[src/rtl/pipe_stage_reg.sv]
// pipe_stage_reg: parametrised pipeline stage register with a valid/ready
// handshake, synchronous flush, an optional skid entry and a saturating
// bubble counter.
//
// Ports
//   clk         rising-edge clock
//   rst         asynchronous active-low reset
//   flush       kill all held entries at this edge (taken branch/jump)
//   in_valid    upstream has data
//   in_ready    stage can accept data this cycle
//   in_data     upstream payload, field k at [k*DATA_W +: DATA_W]
//   out_valid   out_data is a real instruction
//   out_ready   downstream accepts this cycle
//   out_data    payload, or BUBBLE_VAL in every field when invalid
//   occupancy   number of valid entries held
//   bubble_cnt  saturating count of cycles with out_valid=0
module pipe_stage_reg #(
  parameter int                DATA_W     = 32,
  parameter int                NUM_FIELDS = 4,
  parameter logic [DATA_W-1:0] BUBBLE_VAL = DATA_W'(32'h0000_0013),
  parameter int                SKID       = 0,
  parameter int                CNT_W      = 16
) (
  input  logic                         clk,
  input  logic                         rst,
  input  logic                         flush,
  input  logic                         in_valid,
  output logic                         in_ready,
  input  logic [DATA_W*NUM_FIELDS-1:0] in_data,
  output logic                         out_valid,
  input  logic                         out_ready,
  output logic [DATA_W*NUM_FIELDS-1:0] out_data,
  output logic [1:0]                   occupancy,
  output logic [CNT_W-1:0]             bubble_cnt
);

  localparam int W = DATA_W * NUM_FIELDS;
  localparam logic [W-1:0] BUBBLE_REP = {NUM_FIELDS{BUBBLE_VAL}};

  logic         main_valid;
  logic [W-1:0] main_data;
  logic         skid_valid;
  logic         in_xfer;
  logic         out_xfer;

  assign in_xfer  = in_valid && in_ready;
  assign out_xfer = main_valid && out_ready;

  generate
    if (SKID == 0) begin : g_single
      assign skid_valid = 1'b0;
      assign in_ready   = !main_valid || out_ready;

      always_ff @(posedge clk or negedge rst) begin
        if (!rst) begin
          main_valid <= 1'b0;
          main_data  <= BUBBLE_REP;
        end else if (flush) begin
          main_valid <= 1'b0;
        end else if (in_xfer) begin
          main_valid <= 1'b1;
          main_data  <= in_data;
        end else if (out_xfer) begin
          main_valid <= 1'b0;
        end
      end
    end else begin : g_skid
      logic         skid_q;
      logic [W-1:0] skid_data;

      assign skid_valid = skid_q;
      // Registered ready: only the skid flag gates acceptance, so there is
      // no combinational path from out_ready back to in_ready.
      assign in_ready   = !skid_q;

      always_ff @(posedge clk or negedge rst) begin
        if (!rst) begin
          main_valid <= 1'b0;
          main_data  <= BUBBLE_REP;
          skid_q     <= 1'b0;
          skid_data  <= BUBBLE_REP;
        end else if (flush) begin
          main_valid <= 1'b0;
          skid_q     <= 1'b0;
        end else if (out_xfer) begin
          if (skid_q) begin
            // in_ready is 0 here, so no input can arrive this cycle.
            main_data <= skid_data;
            skid_q    <= 1'b0;
          end else if (in_xfer) begin
            main_data <= in_data;
          end else begin
            main_valid <= 1'b0;
          end
        end else if (in_xfer) begin
          if (!main_valid) begin
            main_valid <= 1'b1;
            main_data  <= in_data;
          end else begin
            skid_q    <= 1'b1;
            skid_data <= in_data;
          end
        end
      end
    end
  endgenerate

  assign out_valid = main_valid;
  assign out_data  = main_valid ? main_data : BUBBLE_REP;
  assign occupancy = {1'b0, main_valid} + {1'b0, skid_valid};

  always_ff @(posedge clk or negedge rst) begin
    if (!rst) begin
      bubble_cnt <= '0;
    end else if (!main_valid && (bubble_cnt != {CNT_W{1'b1}})) begin
      bubble_cnt <= bubble_cnt + CNT_W'(1);
    end
  end

endmodule

[config.mk]
export PLATFORM = sky130hd
export DESIGN_NAME = pipe_stage_reg
export DESIGN_NICKNAME = d
export VERILOG_FILES = /design/src/rtl/pipe_stage_reg.sv
export SDC_FILE = /design/constraint.sdc
export NUM_CORES = 1
export LEC_CHECK = 0
export ABC_AREA = 1
export CAP_MARGIN = 20
export CORE_MARGIN = 2
export CORE_UTILIZATION = 30
export CTS_CLUSTER_SIZE = 24
export DETAILED_ROUTE_END_ITERATION = 6
export SKIP_LAST_GASP = 1
export SYNTH_ARGS = -nofsm -noshare
export SYNTH_HDL_FRONTEND = slang
export SYNTH_SLANG_ARGS = --single-unit
[constraint.sdc]
create_clock -name clk -period 3.6 [get_ports clk]
set_input_delay 0.72 -clock clk [delete_from_list [all_inputs] [get_ports clk]]
set_output_delay 0.72 -clock clk [all_outputs]
set_load 0.03 [all_outputs]
== Word level (Yosys, flattened, before mapping) ==
Index checks and enable logic that the tools add are counted.
Widths: inputs -> output; s select.
Operators by class
  add/subtract/negate cells: 1
  equality and inequality tests: 1
  multiplexer cells: 4
  bitwise gates (word level): 1
  reductions and logical operators: 7
Operators with widths (count)
  $mux 128: 1
  $add 16x1->16 const B: 1
  $ne 16x16->1 const B: 1
  $logic_and 1x1->1: 3
  $mux 1: 3
  $reduce_bool 3->1: 1
  $reduce_and 2->1: 1
  $logic_not 1->1: 1
  $logic_or 1x1->1: 1
  $not 1->1: 1
Storage, ports and cells
  bits in registers: 145
  input port bits: 133
  output and inout bits: 148

== Logic depth before layout (Yosys ltp) ==
Gate-level depths: netlist of run 1.
  word-level depth: 5
  depth in mapped cells: 9

== Worst setup path after synthesis of run 1 ==
No wires, ideal clock.
  path kind: reg-to-output
  start: register main_valid (netlist: out_valid)
  end: output out_data[101]
  data arrival time: 1495 ps
  slack: 1385 ps
  cell stages (with the launch flop): 6
  cell sequence: dfrtp_1 clkbuf_1 buf_2 buf_2 nand2_1 inv_1
Between the ends
  word-level cells in the longest chain between the ends: 1
RTL lines
  from (decl): line 40  | logic main_valid;
  from (signal assigned): line 56  | main_valid <= 1'b0;
  from (signal assigned): line 59  | main_valid <= 1'b0;
  from (signal assigned): line 61  | main_valid <= 1'b1;
  $mux 128: line 109  | assign out_data = main_valid ? main_data : BUBBLE_REP;
  to (decl): line 32  | output logic [DATA_W*NUM_FIELDS-1:0] out_data,
No other way between the ends.

== Worst setup path after layout of run 1 ==
  start: register main_valid (netlist: out_valid)
  end: output out_data[85]
Same word-level chain as after synthesis.

==> flow_summary_export.csv, run 1 <==
group,metric,value,unit
clock_network,tritoncts,"done",
grt,antenna_found_initial,0,
timing,layout_setup_ws,0.597,ns
power,p_per_area,484,nW/µm²
die,fp.coreArea,22600,µm²
routing,wl_per_cell,14.2,µm
logic_synthesis,ys_seq_area_share,52.8,%
grt,grt_pass1_vias,5421,
routing,drc,0,
die,fp.dieH,156,µm
grt,grt_usage,15.0,%
grt,grt_max_degree,71,
clock_network,post_cts_resized,0,
place,post-place-ws,0.890,ns
power,ir_drop,0.281,mV
worst_setup_path,crit_family,"buffers and inverters",
clock_network,cts_buffers,17,
clock_network,cts-root-buf,"clkbuf_16",
clock_network,clkTransAtPathRegs,0.07,ns
routing,dr.pass1.iters,4,
power,p_int,0.00349,W
routing,routed_via_density,4.27,
die,row_count,55,
power,p_sw,0.00156,W
worst_setup_path,worst-path-buf-inv,3,
worst_setup_path,cp_max_fo,38,
logic_synthesis,syn_area,6900,µm²
power,leakage,5.09,nW
logic_synthesis,synth_area_leaders,"dfrtp_1, mux2_2, nand2_1",
place,port_buffers,279,
cells_and_area,design_area,10400,µm²
worst_setup_path,crit_arrival,2.28,ns
place,placed_area,9870,µm²
clock_network,cts_hold_buf,0,
power,comb_power_share,25.3,%
timing,period_share,83.4,%
grt,grt_pass1_wl,28.4,mm
grt,grt_overflow,0,
timing,fmax,333,MHz
worst_setup_path,critPathRequiredTime,2.88,ns
flow_run,cap_violations,0,
logic_synthesis,yosys_register_bits,145,
die,initial_core_util,30.5,%
timing,skew,0.00774,ns
power,swShare,30.9,%
timing,hold_violations,0,
worst_setup_path,critical_path_class,"register to output port",
timing,drv_slew,0,
logic_synthesis,yosysTopAreaCellShare,48.2,%
cells_and_area,nets,1090,
worst_setup_path,endpoint_kind,"output port",
timing,worst_pin_slew,1.03,ns
worst_setup_path,critical_path.max_stage_delay,0.67,ns
die,ios,281,
worst_setup_path,cp_slowest_cell,"clkdlybuf4s50_1",
power,pwr-share-clk,33.5,%
clock_network,cts_buffer_depth,2,
cells_and_area,drive_gt1_share,19.1,%
die,die_w,156,µm
worst_setup_path,cp_cell_sequence,"buf_4, nand2_1, inv_1, clkdlybuf4s50_1",
timing,slew_headroom,31.2,%
cells_and_area,fin_util,46.1,%
logic_synthesis,syn_nets,818,
logic_synthesis,synth.avg_cell_area,10.1,µm²
clock_network,cts_setup_buffers,0,
logic_synthesis,synth_cell_type_count,27,
clock_network,clock-sinks,145,
routing,wl,17.9,mm
logic_synthesis,yosys_warnings,0,
worst_setup_path,crit_path_start_kind,"register",
logic_synthesis,syn_inst,684,
timing,fin_setup_tns,0,ns
clock_network,insertion_delay,0.42,ns
timing,rsz0062_at_grt,"false",
cells_and_area,antennaDiodeCount,0,
place,dp_hpwl,12.4,mm
routing,drt_iter0_drc,203,
min_path,hp-class,"input port to asynchronous set/reset pin",
status,status,"finished, final reports clean",
die,fp.dieArea,24200,µm²
logic_synthesis,synth_area_leader_cell,"dfrtp_1",
routing,route.antenna.remaining_nets,0,
clock_network,cts_htree_levels,4,
cells_and_area,mostFrequentLayoutCells,"clkdlybuf4s50_1, nand2_1, dfrtp_1",
cells_and_area,syn_to_final_growth,51.1,%
cells_and_area,layout_commonest_cell,"clkdlybuf4s50_1",
timing,period_needed,3.00,ns
routing,dr_total_vias,5358,
power,pwr-share-seq,41.3,%
place,gp_congestion,0.755,
timing,setup_viol,0,
==> metal layers <==
metal / up-vias / track usage [%] / part of all wire (%)
met5: - / 0 / 0
met4: 0 / 5.77 / 2.2
met3: 24 / 6.31 / 8.7
met2: 195 / 24.9 / 48
met1: 2514 / 17.3 / 41
li1: 2625 / - / -
==> registers in the layout, indices dropped and copies added, names as in the netlist <==
signal      count
bubble_cnt     16
out_valid       1
main_data     128
==> worst paths after layout <==
kind	start	to	slack, ns	cells past startpoint
worst max-delay path	out_valid	out_data[85]	0.60	4
worst min-delay path	rst	main_data[18]	0.29	1
worst max register to register	bubble_cnt[0]	bubble_cnt[9]	1.40	7
worst min register to register	main_data[117]	main_data[117]	0.49	1
max in group asynchronous	rst	main_data[0]	2.48	2
min in group clk	main_data[117]	main_data[117]	0.49	1
==> power by group through the flow <==
stage	Sequential [W]	Clock [W]	Combinational [W]
floorplan	0.00212	0	0.000718
global placement	0.00211	0	0.00128
detailed placement	0.00211	0	0.00129
CTS	0.00209	0.00176	0.00130
global route	0.00212	0.00184	0.00138
finish	0.00208	0.00169	0.00128
==> kinds of logic (layout without fill, tap and decap cells) <==
kind of cell               after synthesis  after routing  synth area share [%]
other                                    1              1                0.0543
AOI/OAI and AO/OA                        7              7                 0.507
adders and majority gates                1              1                 0.181
buffers and inverters                  159            444                  11.1
DFF                                    145            145                  52.8
and+or+nand+nor                        236            236                  13.7
muxes                                  128            128                  20.9
xor gates and xnor gates                 7              7                 0.888
==> area by class of cell <==
| cell class | instances | area [µm²] |
|---|---|---|
| fillers | 2190 | 12200 |
| flip-flops and latches | 145 | 3650 |
| repair buffers | 285 | 2890 |
| multi-input cells | 380 | 2500 |
| inverters | 127 | 477 |
| clock buffers | 18 | 439 |
| well taps | 285 | 357 |
| clock inverters | 14 | 120 |
==> metrics by stage <==
stage               power, W  std cells  hold slack, ns
floorplan            0.00284        684           0.424
global placement     0.00339       1222           0.474
detailed placement   0.00341       1222           0.481
CTS                  0.00515       1254           0.287
global route         0.00534       1254           0.326
finish               0.00505       1254           0.286
==> worst reg2reg max path, stage by stage, from the launching register on <==
cell	delay, ns
dfrtp_1	0.46
ha_1	0.31
inv_1	0.08
nor2_1	0.07
nand2_1	0.13
nor2_1	0.06
nor2_1	0.77
o21ai_0	0.17
==> cell usage after synthesis, drive strengths merged <==
master and number:
nand2 191, dfrtp 133, mux2 128, inv 127, buf 23, nor2 22, or2 13, dfstp 12
clkbuf 9, o21ai 6, xnor2 5, nand3 4, nand4 4, xor2 2, a21oi 1, conb 1
ha 1, nand3b 1, nor3 1
(Power assumes the default switching activity.)
==> run 2, diff against run 1 <==
==> constraint.sdc (replaced) <==
create_clock -name clk -period 3 [get_ports clk]
set_input_delay 0.6 -clock clk [delete_from_list [all_inputs] [get_ports clk]]
set_output_delay 0.6 -clock clk [all_outputs]
set_load 0.03 [all_outputs]
==> flow_summary_export.csv, run 2 (synthesis gave the netlist of run 1 again) <==
group,metric,value,unit
status,status,"finished, final reports clean",
cells_and_area,layout_commonest_cell,"clkdlybuf4s50_1",
timing,hold_violations,0,
routing,routed_via_density,4.24,
flow_run,cap_violations,0,
grt,grt_max_degree,84,
cells_and_area,mostFrequentLayoutCells,"clkdlybuf4s50_1, nand2_1, dfrtp_1",
timing,fin_setup_tns,0,ns
clock_network,cts_htree_levels,4,
grt,antenna_found_initial,0,
routing,wl,17.8,mm
worst_setup_path,crit_path_start_kind,"register",
worst_setup_path,cp_max_fo,73,
die,fp.coreArea,22600,µm²
cells_and_area,design_area,10500,µm²
clock_network,tritoncts,"done",
die,die_w,156,µm
worst_setup_path,cp_cell_sequence,"buf_12, nand2_1, inv_1, clkdlybuf4s50_1",
worst_setup_path,crit_arrival,2.08,ns
clock_network,insertion_delay,0.42,ns
clock_network,clock-sinks,145,
timing,rsz0062_at_grt,"false",
routing,dr_total_vias,5327,
grt,grt_usage,14.8,%
routing,wl_per_cell,14.2,µm
worst_setup_path,cp_slowest_cell,"clkdlybuf4s50_1",
die,initial_core_util,30.5,%
power,ir_drop,0.323,mV
routing,drc,0,
timing,drv_slew,0,
min_path,hp-class,"input port to asynchronous set/reset pin",
cells_and_area,top_register,"main_data",
worst_setup_path,crit_family,"buffers and inverters",
timing,period_needed,2.68,ns
cells_and_area,drive_gt1_share,19.2,%
clock_network,cts_buffer_depth,2,
cells_and_area,antennaDiodeCount,0,
place,placed_area,9900,µm²
grt,grt_pass1_wl,27.9,mm
clock_network,post_cts_resized,0,
die,fp.dieArea,24200,µm²
timing,slew_headroom,60.6,%
power,p_per_area,592,nW/µm²
timing,fmax,373,MHz
timing,worst_pin_slew,0.590,ns
routing,dr.pass1.iters,4,
routing,drt_iter0_drc,165,
grt,grt_pass1_vias,5354,
die,fp.dieH,156,µm
place,dp_hpwl,12.5,mm
worst_setup_path,critPathRequiredTime,2.40,ns
place,gp_congestion,0.756,
worst_setup_path,endpoint_kind,"output port",
place,port_buffers,279,
timing,setup_viol,0,
cells_and_area,syn_to_final_growth,52.1,%
cells_and_area,fin_util,46.4,%
cells_and_area,largest_register_ffs,128,
routing,route.antenna.remaining_nets,0,
timing,period_share,89.3,%
clock_network,cts_hold_buf,0,
worst_setup_path,critical_path.max_stage_delay,0.67,ns
power,leakage,5.12,nW
timing,skew,0.00696,ns
die,ios,281,
clock_network,clkTransAtPathRegs,0.07,ns
cells_and_area,nets,1092,
clock_network,cts-root-buf,"clkbuf_16",
clock_network,cts_buffers,17,
clock_network,cts_setup_buffers,0,
grt,grt_overflow,0,
worst_setup_path,critical_path_class,"register to output port",
die,row_count,55,
worst_setup_path,worst-path-buf-inv,3,
[run 2: report_power, final]
group	switching [W]	internal [W]
registers	0.000187	0.00231
clock network	0.000891	0.00129
logic	0.000765	0.000776
[run 2: metrics by stage]
stage	hold slack (ns)	total power (W)	worst slack, ns	cells
floorplan	0.304	0.00340	0.905	684
global placement	0.474	0.00407	0.537	1224
detailed placement	0.482	0.00410	0.537	1224
CTS	0.173	0.00632	0.268	1256
global route	0.188	0.00656	0.214	1256
finish	0.149	0.00622	0.321	1256
[run 2: layer usage]
layer  share of wire [%]  up-vias  GRT usage (%)
li1                    -     2628              -
met1                  43     2499           17.7
met2                  47      180           23.9
met3                 8.2       20           6.53
met4                 1.9        0           4.81
met5                   0        -              0
[run 2: cell type report]
type,instances,area (µm²)
flip-flops and latches,145,3650
clock inverters,12,145
inverters,127,477
repair buffers,287,2920
clock buffers,20,457
well taps,285,357
multi-input cells,380,2500
fillers,2190,12100
[run 2: worst paths after layout]
check	to	startpoint	slack, ns	cells past startpoint
hold / removal	main_data[23]	rst	0.15	1
max in group asynchronous	main_data[97]	rst	2.06	2
setup / recovery	out_data[121]	out_valid	0.32	4
min in group clk	main_data[117]	main_data[117]	0.49	1
setup reg to reg	main_data[61]	out_valid	1.03	5
hold reg to reg	main_data[117]	main_data[117]	0.49	1
[run 2: worst register-to-register path: cells and delay by family (launching register included)]
kind                   cells  cell delay, ns
muxes                      1            0.54
buffers and inverters      2            0.47
DFF                        1            0.45
and+or+nand+nor            2            0.38
